$ cat src/rtl/pid_pkg.sv
// rtl/pid_pkg.sv - widths, limits, state encoding and saturation helpers for pid_datapath
package pid_pkg;

    localparam int DATA_W    = 8;
    localparam int GAIN_W    = 6;
    localparam int ERR_W     = 9;
    localparam int DIFF_W    = 10;
    localparam int INTEG_W   = 12;
    localparam int ACC_W     = 20;
    localparam int OUT_SHIFT = 4;
    localparam int PROD_W    = GAIN_W + 1 + INTEG_W;

    localparam logic [DATA_W-1:0] OUT_MIN = 8'd0;
    localparam logic [DATA_W-1:0] OUT_MAX = 8'd255;

    localparam logic signed [INTEG_W:0] INTEG_SAT_MAX = 13'sd2047;
    localparam logic signed [INTEG_W:0] INTEG_SAT_MIN = -13'sd2048;
    localparam logic signed [ACC_W-1:0] ACC_OUT_MAX   = {{(ACC_W-DATA_W){1'b0}}, OUT_MAX};

    typedef enum logic [2:0] {
        ST_IDLE,
        ST_ERR,
        ST_MUL_P,
        ST_MUL_I,
        ST_MUL_D,
        ST_OUT
    } pid_state_t;

    function automatic logic signed [INTEG_W-1:0] sat_integ(input logic signed [INTEG_W:0] v);
        if (v > INTEG_SAT_MAX)
            return INTEG_SAT_MAX[INTEG_W-1:0];
        else if (v < INTEG_SAT_MIN)
            return INTEG_SAT_MIN[INTEG_W-1:0];
        else
            return v[INTEG_W-1:0];
    endfunction

    function automatic logic [DATA_W-1:0] clamp_out(input logic signed [ACC_W-1:0] acc);
        logic signed [ACC_W-1:0] sh;
        sh = acc >>> OUT_SHIFT;
        if (sh[ACC_W-1])
            return OUT_MIN;
        else if (sh > ACC_OUT_MAX)
            return OUT_MAX;
        else
            return sh[DATA_W-1:0];
    endfunction

endpackage

$ cat src/rtl/pid_mac.sv
// rtl/pid_mac.sv - shared signed multiplier with 20-bit accumulator for the three PID terms
module pid_mac
    import pid_pkg::*;
(
    input  logic                      clk,
    input  logic                      rst_n,
    input  logic                      i_clr,
    input  logic                      i_en,
    input  logic [GAIN_W-1:0]         i_gain,
    input  logic signed [INTEG_W-1:0] i_opnd,
    output logic signed [ACC_W-1:0]   o_acc
);

    logic signed [PROD_W-1:0] w_gain_x;
    logic signed [PROD_W-1:0] w_opnd_x;
    logic signed [PROD_W-1:0] w_prod;
    logic signed [ACC_W-1:0]  r_acc;

    // Gains are unsigned, so they enter the signed product zero-extended.
    assign w_gain_x = {{(PROD_W-GAIN_W){1'b0}}, i_gain};
    assign w_opnd_x = {{(PROD_W-INTEG_W){i_opnd[INTEG_W-1]}}, i_opnd};
    assign w_prod   = w_gain_x * w_opnd_x;

    always_ff @(posedge clk or negedge rst_n) begin
        if (!rst_n)
            r_acc <= '0;
        else if (i_clr)
            r_acc <= '0;
        else if (i_en)
            r_acc <= r_acc + {{(ACC_W-PROD_W){w_prod[PROD_W-1]}}, w_prod};
    end

    assign o_acc = r_acc;

endmodule

$ cat src/rtl/pid_datapath.sv
// rtl/pid_datapath.sv - sequenced PID controller; PID_ANTI_WINDUP_EN enables integrator clamping
module pid_datapath
    import pid_pkg::*;
(
    input  logic              clk,
    input  logic              rst_n,
    input  logic              ena,
    input  logic              sample_valid,
    input  logic [DATA_W-1:0] setpoint,
    input  logic [DATA_W-1:0] feedback,
    input  logic [GAIN_W-1:0] K_p,
    input  logic [GAIN_W-1:0] K_i,
    input  logic [GAIN_W-1:0] K_d,
    output logic              busy,
    output logic              out_valid,
    output logic [DATA_W-1:0] pid_out
);

    pid_state_t r_state, w_next;
    logic                      w_accept;
    logic [DATA_W-1:0]         r_sp, r_fb;
    logic [GAIN_W-1:0]         r_kp, r_ki, r_kd;
    logic signed [ERR_W-1:0]   r_e;
    logic signed [DIFF_W-1:0]  r_d;
    logic signed [INTEG_W-1:0] r_integ;
    logic                      r_out_valid;
    logic [DATA_W-1:0]         r_pid_out;

    logic signed [ERR_W-1:0]   w_e;
    logic signed [DIFF_W-1:0]  w_d;
    logic signed [INTEG_W:0]   w_integ_sum;
    logic                      w_hold_integ;
    logic                      w_mac_clr, w_mac_en;
    logic [GAIN_W-1:0]         w_mac_gain;
    logic signed [INTEG_W-1:0] w_mac_opnd;
    logic signed [ACC_W-1:0]   w_acc;

    // r_e keeps the current error and doubles as e_prev for the next sample.
    assign w_e         = {1'b0, r_sp} - {1'b0, r_fb};
    assign w_d         = {w_e[ERR_W-1], w_e} - {r_e[ERR_W-1], r_e};
    assign w_integ_sum = {r_integ[INTEG_W-1], r_integ} + {{(INTEG_W+1-ERR_W){w_e[ERR_W-1]}}, w_e};

`ifdef PID_ANTI_WINDUP_EN
    assign w_hold_integ = ((r_pid_out == OUT_MAX) && !w_e[ERR_W-1] && (w_e != '0)) ||
                          ((r_pid_out == OUT_MIN) &&  w_e[ERR_W-1]);
`else
    assign w_hold_integ = 1'b0;
`endif

    always_comb begin
        w_next   = r_state;
        w_accept = 1'b0;
        case (r_state)
            ST_IDLE: begin
                if (sample_valid && ena) begin
                    w_accept = 1'b1;
                    w_next   = ST_ERR;
                end
            end
            ST_ERR:   w_next = ST_MUL_P;
            ST_MUL_P: w_next = ST_MUL_I;
            ST_MUL_I: w_next = ST_MUL_D;
            ST_MUL_D: w_next = ST_OUT;
            ST_OUT:   w_next = ST_IDLE;
            default:  w_next = ST_IDLE;
        endcase
    end

    always_comb begin
        w_mac_clr  = (r_state == ST_ERR);
        w_mac_en   = 1'b0;
        w_mac_gain = '0;
        w_mac_opnd = '0;
        case (r_state)
            ST_MUL_P: begin
                w_mac_en   = 1'b1;
                w_mac_gain = r_kp;
                w_mac_opnd = {{(INTEG_W-ERR_W){r_e[ERR_W-1]}}, r_e};
            end
            ST_MUL_I: begin
                w_mac_en   = 1'b1;
                w_mac_gain = r_ki;
                w_mac_opnd = r_integ;
            end
            ST_MUL_D: begin
                w_mac_en   = 1'b1;
                w_mac_gain = r_kd;
                w_mac_opnd = {{(INTEG_W-DIFF_W){r_d[DIFF_W-1]}}, r_d};
            end
            default: ;
        endcase
    end

    pid_mac u_mac (
        .clk    (clk),
        .rst_n  (rst_n),
        .i_clr  (w_mac_clr),
        .i_en   (w_mac_en),
        .i_gain (w_mac_gain),
        .i_opnd (w_mac_opnd),
        .o_acc  (w_acc)
    );

    always_ff @(posedge clk or negedge rst_n) begin
        if (!rst_n) begin
            r_state     <= ST_IDLE;
            r_sp        <= '0;
            r_fb        <= '0;
            r_kp        <= '0;
            r_ki        <= '0;
            r_kd        <= '0;
            r_e         <= '0;
            r_d         <= '0;
            r_integ     <= '0;
            r_out_valid <= 1'b0;
            r_pid_out   <= '0;
        end else begin
            r_state     <= w_next;
            r_out_valid <= 1'b0;
            if (w_accept) begin
                r_sp <= setpoint;
                r_fb <= feedback;
                r_kp <= K_p;
                r_ki <= K_i;
                r_kd <= K_d;
            end
            if (r_state == ST_ERR) begin
                r_e <= w_e;
                r_d <= w_d;
                if (!w_hold_integ)
                    r_integ <= sat_integ(w_integ_sum);
            end
            // Result is registered on leaving OUT so it lands 5 edges after acceptance.
            if (r_state == ST_OUT) begin
                r_pid_out   <= clamp_out(w_acc);
                r_out_valid <= 1'b1;
            end
        end
    end

    assign busy      = (r_state != ST_IDLE);
    assign out_valid = r_out_valid;
    assign pid_out   = r_pid_out;

endmodule

$ cat config.mk
export PLATFORM = sky130hd
export DESIGN_NAME = pid_datapath
export DESIGN_NICKNAME = d
export VERILOG_FILES = /design/src/rtl/pid_pkg.sv /design/src/rtl/pid_mac.sv /design/src/rtl/pid_datapath.sv
export SDC_FILE = /design/constraint.sdc
export NUM_CORES = 1
export LEC_CHECK = 0
export ABC_CLOCK_PERIOD_IN_PS = 9730
export CAP_MARGIN = 30
export CORE_ASPECT_RATIO = 1.5
export CORE_MARGIN = 2
export CORE_UTILIZATION = 55
export CTS_CLUSTER_SIZE = 14
export DETAILED_ROUTE_END_ITERATION = 6
export HOLD_SLACK_MARGIN = 0.12
export PLACE_DENSITY = 0.81
export SLEW_MARGIN = 20
export SYNTH_ARGS = -nofsm -noshare
export SYNTH_HDL_FRONTEND = slang
export SYNTH_SLANG_ARGS = --single-unit
$ cat constraint.sdc
create_clock -name clk -period 9.73 [get_ports clk]
set_clock_uncertainty 0.2 [all_clocks]
set_input_delay 1.946 -clock clk [delete_from_list [all_inputs] [get_ports clk]]
set_output_delay 1.946 -clock clk [all_outputs]
set_load 0.03 [all_outputs]
==> flow_summary.json, run 1 <==
{
  "drive_gt1_share_pct": 8.90,
  "cpPeakStageDelay_ps": 890,
  "hp-class": "reg -> reg",
  "synth_top_area_cell": "dfrtp_1",
  "hold_depth": 2,
  "crit_arrival_ps": 8150,
  "antenna_found_initial": 0,
  "die_area_mm2": 0.0169,
  "overflow": 0,
  "grt_pass1_wl_mm": 30.9,
  "num_vias": 6701,
  "ant_nets": 0,
  "postCtsHoldBufs": 0,
  "yosys-top-cells-count": "121 x inv_1, 105 x nor2_1, 97 x dfrtp_1",
  "synth_nets": 1141,
  "n_antenna_cell": 0,
  "nets": 1174,
  "syn_to_final_growth_pct": 11.2,
  "die_h_um": 158,
  "final_cells": 1203,
  "synth_seq_cells": 97,
  "avgSynthCellArea_um2": 9.07,
  "status": "finished, final reports clean",
  "cts_setup_buffers": 0,
  "root_buffer": "clkbuf_16",
  "final.period_utilization_pct": 83.5,
  "grt_max_degree": 72,
  "finalSetupViolations": 0,
  "avgRoutedWirePerCell_um": 15.2,
  "synth_edf_count": 0,
  "yosys_warnings": 0,
  "place_congestion": 0.887,
  "clock.fmax_ghz": 0.123,
  "end_kind": "register",
  "finalHoldViolations": 0,
  "cts_buffers": 9,
  "fin_setup_tns_ps": 0,
  "cts_resized": 0,
  "yosysTopAreaCellShare_pct": 27.8,
  "crit_start": "r_state[0]",
  "first_iter_violations": 265,
  "grt_pass1_vias": 7033,
  "synth_seq_area_share_pct": 27.8,
  "final_util_pct": 62.4,
  "slowest_stage": "dfrtp_1",
  "synth.distinct_cells": 64,
  "async_flop_share_pct": 100,
  "cts_buffer_depth": 2,
  "clkTransAtPathRegs_ps": 70,
  "rsz0062_at_grt": "false",
  "critPathMaxFanout": 15,
  "io_buffers": 47,
  "clk_latency_ps": 350,
  "syn_inst": 962,
  "cp_data_required_time_ps": 9750,
  "boundaryPins": 48,
  "die_x_um": 107,
  "worst_slew_pin_slew_ps": 948,
  "core_mm2": 0.0156,
  "globalRouteTotalUtil_pct": 22.8,
  "place_inst": 1185,
  "viasPerCell": 5.57,
  "critPathLaunchType": "register",
  "reg2reg_depth": 29,
  "drt-pass1-iter-count": 4,
  "r2r-start": "r_state[0]",
  "max-cap-violations": 0,
  "cts_tree": "yes",
  "synth.most_common_cell": "inv_1",
  "rows": 56,
  "finalCriticalPeriod_ps": 8130,
  "syn_area_mm2": 0.00872,
  "whs_ps": 276,
  "synth-main-ff-cell": "dfrtp_1",
  "hold_start": "pid_out[3]",
  "slew_viol_final": 0,
  "clkSinkCount": 97,
  "path_class": "reg -> reg",
  "wl_mm": 18.3,
  "post-dp-hpwl_mm": 14.1,
  "synth_area_leaders": "dfrtp_1 28%, fa_1 13%, ha_1 12%",
  "initial_core_util_pct": 56.1,
  "drcViolationCount": 0,
  "htreeDepth": 3,
  "slew_headroom_pct": 36.8
}
## stage by stage
| step | instance area, µm² | setup WS (ps) |
|---|---|---|
| after CTS | 9680 | 1650 |
| after global routing | 9700 | 900 |
| after global placement | 9370 | 1930 |
| after floorplan | 8720 | 2370 |
| final | 9700 | 1600 |
| after detailed placement | 9370 | 1690 |
## state kept, by name (all words and copies together), names as in the netlist, 6 cells and up
name,count
pid_out,8
r_d,10
r_e,9
r_fb,8
r_integ,12
r_kd,6
r_ki,6
r_kp,6
r_sp,8
u_mac.o_acc,20
## logic make-up after synthesis
group	synth area share [%]
xor gates and xnor gates	5.49
adders and majority gates	25.8
AOI/OAI and AO/OA	15.1
and+or+nand+nor	13.1
buffers and inverters	6.67
DFF	27.8
muxes	6.12
## per-layer routing
layer | vias to the layer above | part of all wire (%) | global-route usage (%) | routed length (µm)
li1 | 3302 | - | - | -
met5 | - | 0 | 0 | 0
met2 | 125 | 56 | 45.2 | 10200
met4 | 0 | 3.4 | 9.52 | 628
met1 | 3225 | 39 | 23.9 | 7080
met3 | 49 | 2.2 | 2.46 | 395
## final cells by class
type / instances / area [µm²]
flip-flops and latches: 97 / 2430
clock inverters: 7 / 85.1
fillers: 1304 / 5850
inverters: 122 / 459
well taps: 203 / 254
clock buffers: 9 / 225
multi-input cells: 712 / 5730
repair buffers: 53 / 526
## worst paths after layout
check                                  endpoint  slack [ps]
max in group asynchronous               r_ki[0]        6820
min in group asynchronous             out_valid        1330
worst min-delay path                 pid_out[3]         280
worst max register to register  u_mac.o_acc[19]        1600
worst min register to register       pid_out[3]         280
worst max-delay path            u_mac.o_acc[19]        1600
## layout by cell type, fill, tap and decap left out, types with 3 or more instances in the layout
master	n
maj3_1	7
inv_8	3
and3_1	6
nor3_1	7
a211oi_1	3
a21o_1	21
buf_4	5
mux2i_1	14
or2_2	16
o21ai_0	63
a221o_1	4
dfrtp_1	97
a21oi_1	68
fa_1	55
ha_1	86
nor2_1	104
nand2b_1	8
o31ai_1	15
o21a_1	10
nand3_1	25
mux2_2	35
nor2b_1	8
o21bai_1	6
inv_1	121
nand2_1	53
clkdlybuf4s50_1	46
clkbuf_16	9
xor2_1	17
xnor2_1	34
## critical path, delay by kind of cell, from the launching register on
| family | cells | cell delay [ps] |
|---|---|---|
| adder cells (fa/ha/maj) | 6 | 2820 |
| flip-flops | 1 | 890 |
| buffers and inverters | 4 | 190 |
| XOR/XNOR | 1 | 170 |
| AO/OA/AOI/OAI | 12 | 2890 |
| multiplexers | 1 | 260 |
| AND/OR/NAND/NOR | 5 | 550 |
Power of run 1 is left out: the tool's default activity adds up to more than one toggle a clock period on the data nets, which glitch-free logic cannot reach.
==> run 2: changes to the inputs <==
--- a/config.mk
+++ b/config.mk
@@ -5,7 +5,7 @@
 export SDC_FILE = /design/constraint.sdc
 export NUM_CORES = 1
 export LEC_CHECK = 0
-export ABC_CLOCK_PERIOD_IN_PS = 9730
+export ABC_CLOCK_PERIOD_IN_PS = 7700
 export CAP_MARGIN = 30
 export CORE_ASPECT_RATIO = 1.5
 export CORE_MARGIN = 2
==> constraint.sdc (replaced) <==
create_clock -name clk -period 7.7 [get_ports clk]
set_clock_uncertainty 0.2 [all_clocks]
set_input_delay 1.54 -clock clk [delete_from_list [all_inputs] [get_ports clk]]
set_output_delay 1.54 -clock clk [all_outputs]
set_load 0.03 [all_outputs]
==> run 2 against run 1 <==
Via count rose by 1.8%. Sequential cell count unchanged. Worst hold slack better by 6.0 ps. Final cell count rose by 1.4%. Critical endpoint unchanged. Sequential share of layout area decreased by 0.40 points. Non-clock buffer count is 17 higher. Register-to-register slack got worse by 1200 ps. Final area is 1.8% higher. Largest cell class unchanged. Fmax grew 12%. Die area unchanged. Highest routed layer unchanged.
==> flow_summary.json, run 2 (synthesized netlist as in run 1, its figures left out) <==
{
  "path_class": "reg -> reg",
  "slew_viol_final": 0,
  "cts_tree": "yes",
  "syn_to_final_growth_pct": 13.2,
  "nets": 1191,
  "postCtsHoldBufs": 0,
  "grt_pass1_wl_mm": 32.1,
  "finalHoldViolations": 0,
  "slew_headroom_pct": 38.7,
  "worst_path_most_repeated_cell": "fa_1",
  "slowest_stage": "dfrtp_4",
  "cts_buffers": 9,
  "antenna_found_initial": 0,
  "largest_reg_flops": 20,
  "n_fill_cell": 1265,
  "viasPerCell": 5.59,
  "clkTransAtPathRegs_ps": 80,
  "avgRoutedWirePerCell_um": 15.1,
  "drive_gt1_share_pct": 11.3,
  "multi_input_area_mm2": 0.00576,
  "drt-pass1-iter-count": 4,
  "die_h_um": 158,
  "rsz0062_at_grt": "false",
  "first_iter_violations": 229,
  "seq_area_mm2": 0.00243,
  "clkSinkCount": 97,
  "crit_family": "adder cells",
  "crit_arrival_ps": 7280,
  "max-cap-violations": 0,
  "grt_use_met3_pct": 2.66,
  "wl_mm": 18.4,
  "final.period_utilization_pct": 94.2,
  "final_common_cell": "inv_1",
  "boundaryPins": 48,
  "hp-class": "reg -> reg",
  "io_buffers": 47,
  "busiest_layer": "met2",
  "mostFrequentLayoutCells": "121 x inv_1, 104 x nor2_1, 96 x dfrtp_1",
  "grt_pass1_vias": 7218,
  "end_kind": "register",
  "grtUsageMet2_pct": 46.3,
  "die_area_mm2": 0.0169,
  "fin_setup_tns_ps": 0,
  "cp_data_required_time_ps": 7730,
  "overflow": 0,
  "path_buf_inv": 4,
  "rows": 56,
  "status": "finished, final reports clean",
  "post-dp-hpwl_mm": 14.4,
  "critPathMaxFanout": 11,
  "cts_buffer_depth": 2,
  "initial_core_util_pct": 56.1,
  "ant_nets": 0,
  "cpPeakStageDelay_ps": 580,
  "finalSetupViolations": 0,
  "worst_slew_pin_slew_ps": 920,
  "root_buffer": "clkbuf_16",
  "drcViolationCount": 0,
  "critPathLaunchType": "register",
  "clk_latency_ps": 360,
  "n_antenna_cell": 0,
  "num_vias": 6820,
  "place_congestion": 0.922,
  "finalCriticalPeriod_ps": 7250,
  "grt_max_degree": 62,
  "globalRouteTotalUtil_pct": 23.6,
  "htreeDepth": 3,
  "die_x_um": 107,
  "core_mm2": 0.0156,
  "met1_usage_pct": 24.9,
  "clock.fmax_ghz": 0.138
}
-- run 2: cell count changes in the layout (fill, tap and decap cells not counted), moves of 2 or more --
cell and delta:
buf_4 +18, a21oi_1 -5, a21oi_2 +5, clkinv_8 +4, inv_8 -3, inv_6 +2
-- run 2: worst min-delay path, cell delays in order, from the launching register on --
cell	delay (ps)
dfrtp_1	340
nand2_1	50
o31ai_1	50
-- run 2: per-layer routing --
layer  wire length (µm)  vias up
met5                  0        -
met3                414       42
met4                598        0
met2              10300      126
met1               7080     3303
li1                   -     3349
-- run 2: cell type report --
class | instances | share of cell area [%]
Timing Repair Buffer | 70 | 6.61
Sequential cell | 97 | 24.6
Clock inverter | 7 | 0.925
Inverter | 122 | 4.65
Tap cell | 203 | 2.57
Multi-Input combinational cell | 712 | 58.3
Clock buffer | 9 | 2.28
-- run 2: worst paths after layout --
| kind | startpoint | end | slack (ps) | cells past startpoint |
|---|---|---|---|---|
| max | r_state[0] | u_mac.o_acc[19] | 450 | 27 |
| min reg2reg | pid_out[1] | pid_out[1] | 280 | 2 |
| min in group asynchronous | rst_n | pid_out[0] | 940 | 1 |
| max reg2reg | r_state[0] | u_mac.o_acc[19] | 450 | 27 |
| max in group asynchronous | rst_n | r_state[0] | 5130 | 2 |
| min | pid_out[1] | pid_out[1] | 280 | 2 |
-- run 2: per-stage QoR --
stage                     setup WS, ps  utilization, %  hold slack, ps  instance area (µm²)  cells
after global routing              25.4            63.5             316                 9880   1220
after detailed placement          97.9            60.9             265                 9480   1200
final                              449            63.5             282                 9880   1220
after floorplan                    338               -             249                 8720    962
after global placement             369            60.9             259                 9480   1200
after CTS                         50.5            63.0             281                 9800   1216
-- run 2: what timing repair did --
action,CTS,global route
endpoints found under the setup margin,0,4
buffers inserted,0,3
hold endpoints to repair,0,0
resized for setup,0,11
Power of run 2 is left out for the same reason.
==> patch, RTL diff (config.mk and constraints of run 1) <==
Reset style: synchronous (`rst_n`), changed in 2 clocked blocks.
--- a/src/rtl/pid_mac.sv
+++ b/src/rtl/pid_mac.sv
@@ -22,5 +22,5 @@
     assign w_prod   = w_gain_x * w_opnd_x;
 
-    always_ff @(posedge clk or negedge rst_n) begin
+    always_ff @(posedge clk) begin
         if (!rst_n)
             r_acc <= '0;
--- a/src/rtl/pid_datapath.sv
+++ b/src/rtl/pid_datapath.sv
@@ -102,5 +102,5 @@
     );
 
-    always_ff @(posedge clk or negedge rst_n) begin
+    always_ff @(posedge clk) begin
         if (!rst_n) begin
             r_state     <= ST_IDLE;
Formal check against the unedited RTL: differs if rst_n is asserted again (counterexample within 4 cycles, from zero or initial values and one cycle with rst_n low); with rst_n held inactive, the same outputs for 4 cycles.
==> patch against run 1 <==
Count of clock-buffer cells in the layout is 1 higher; final area is 2.4% lower; sequential share of layout area is 4.5 points lower; setup slack better by 210 ps; non-clock buffer count is 4 higher; sequential cell count stayed put; critical path type unchanged; synthesized area is 1.6% lower; utilization is 0.11 points lower; worst hold slack worse by 22 ps; routed wire length is 10% higher.
Power is left out: it rests on default switching activity, and per cell area and clock period it moved more than threefold.
==> patch: results <==
group,metric,value,unit
detailed_routing,viasPerCell,5.70,
setup_path,cp_slowest_cell,"a21oi_1",
place,gp_congestion,0.930,
global_routing,grt_max_degree,74,
setup_path,r2r_cells,27,
clock_tree,post_cts_resized,0,
setup_path,crit_start,"r_state[0]$_SDFFE_PN0P_",
setup_path,arrival,7980,ps
detailed_routing,wl_met1,7.71,mm
clock_tree,cts_buffers,9,
logic_synthesis,synth_xor_area_share,5.58,%
setup_path,r2r_slack,1810,ps
logic_synthesis,synthMuxAreaShare,2.17,%
place,pre_cts_ws,1990,ps
setup_path,reg2reg_from,"r_state[0]$_SDFFE_PN0P_",
global_routing,use_met3,2.65,%
global_routing,grt_pass1_vias,7494,
status,status,"complete, no violations",
worst_hold_path,holdPathEnd,"r_fb[6]$_SDFFE_PN0P_",
global_routing,global_route.usage.met1,27.5,%
sta,holdWs,253,ps
place,placed_cell_area,0.00918,mm2
place,hpwlAfterDp,15.8,mm
detailed_routing,via_count,7439,
worst_hold_path,worstHoldStart,"r_fb[6]$_SDFFE_PN0P_",
detailed_routing,wl_met3,593,um
logic_synthesis,netlist_instances,1077,
logic_synthesis,synth_compound_area_share,18.8,%
global_routing,grt_util_all_layers,25.4,%
global_routing,grt_pass1_wl,34.5,mm
setup_path,critical_path.max_stage_delay,760,ps
logic_synthesis,yosysSeqAreaShare,22.6,%
logic_synthesis,synth-adder-area-share,25.8,%
setup_path,critPathKind,"flop to flop",
detailed_routing,drt-total-wl,20.2,mm
logic_synthesis,ys_types,66,
setup_path,critical_path.max_fanout,21,
sta,clock.fmax,0.126,GHz
logic_synthesis,synth_flop_cell,"dfxtp_1",
logic_synthesis,synthTopCellsByCount,"nand2_1, nor2_1, a21oi_1",
logic_synthesis,synth_nets,1258,
layout,num_antenna_cells,0,
layout,drive_gt1_share,4.98,%
logic_synthesis,async_flop_share,0,%
logic_synthesis,synth.area.top_cells,"dfxtp_1, fa_1, ha_1",
detailed_routing,dr_wl_met2,11.1,mm
detailed_routing,drt_pass1_iterations,5,
sta,tightest_slew,937,ps
clock_tree,cts.clk_slew.worst_paths,70,ps
setup_path,rr_endpoint,"u_mac.o_acc[17]$_SDFFE_PP0P_",
clock_tree,post-cts-setup-buffers,0,
global_routing,use_met2,48.8,%
detailed_routing,drt_iter0_markers,324,
-- patch: cell types whose count changed in the layout (fill, tap and decap cells not counted), moves of 17 or more --
| cell | run 1 | this run |
|---|---|---|
| a21oi_1 | 68 | 127 |
| dfrtp_1 | 97 | 0 |
| dfxtp_1 | 0 | 97 |
| inv_1 | 121 | 104 |
| mux2_2 | 35 | 1 |
| nand2_1 | 53 | 144 |
| nand3_1 | 25 | 8 |
| nor2_1 | 104 | 128 |
| o21ai_0 | 63 | 19 |
-- patch: worst max-delay path, delay by kind of cell, from the launching register on --
kind / cells / cell delay, ps
AOI/OAI and AO/OA: 9 / 2730
xor gates and xnor gates: 2 / 280
adders and majority gates: 6 / 2660
buffers and inverters: 5 / 570
DFF: 1 / 520
and+or+nand+nor: 5 / 860
-- patch: cell type report --
type	count	area (um2)
Multi-Input combinational cell	830	6060
Fill cell	1277	5740
Sequential cell	97	1940
Timing Repair Buffer	57	551
Inverter	105	394
Tap cell	199	249
Clock buffer	10	229
Clock inverter	6	51.3
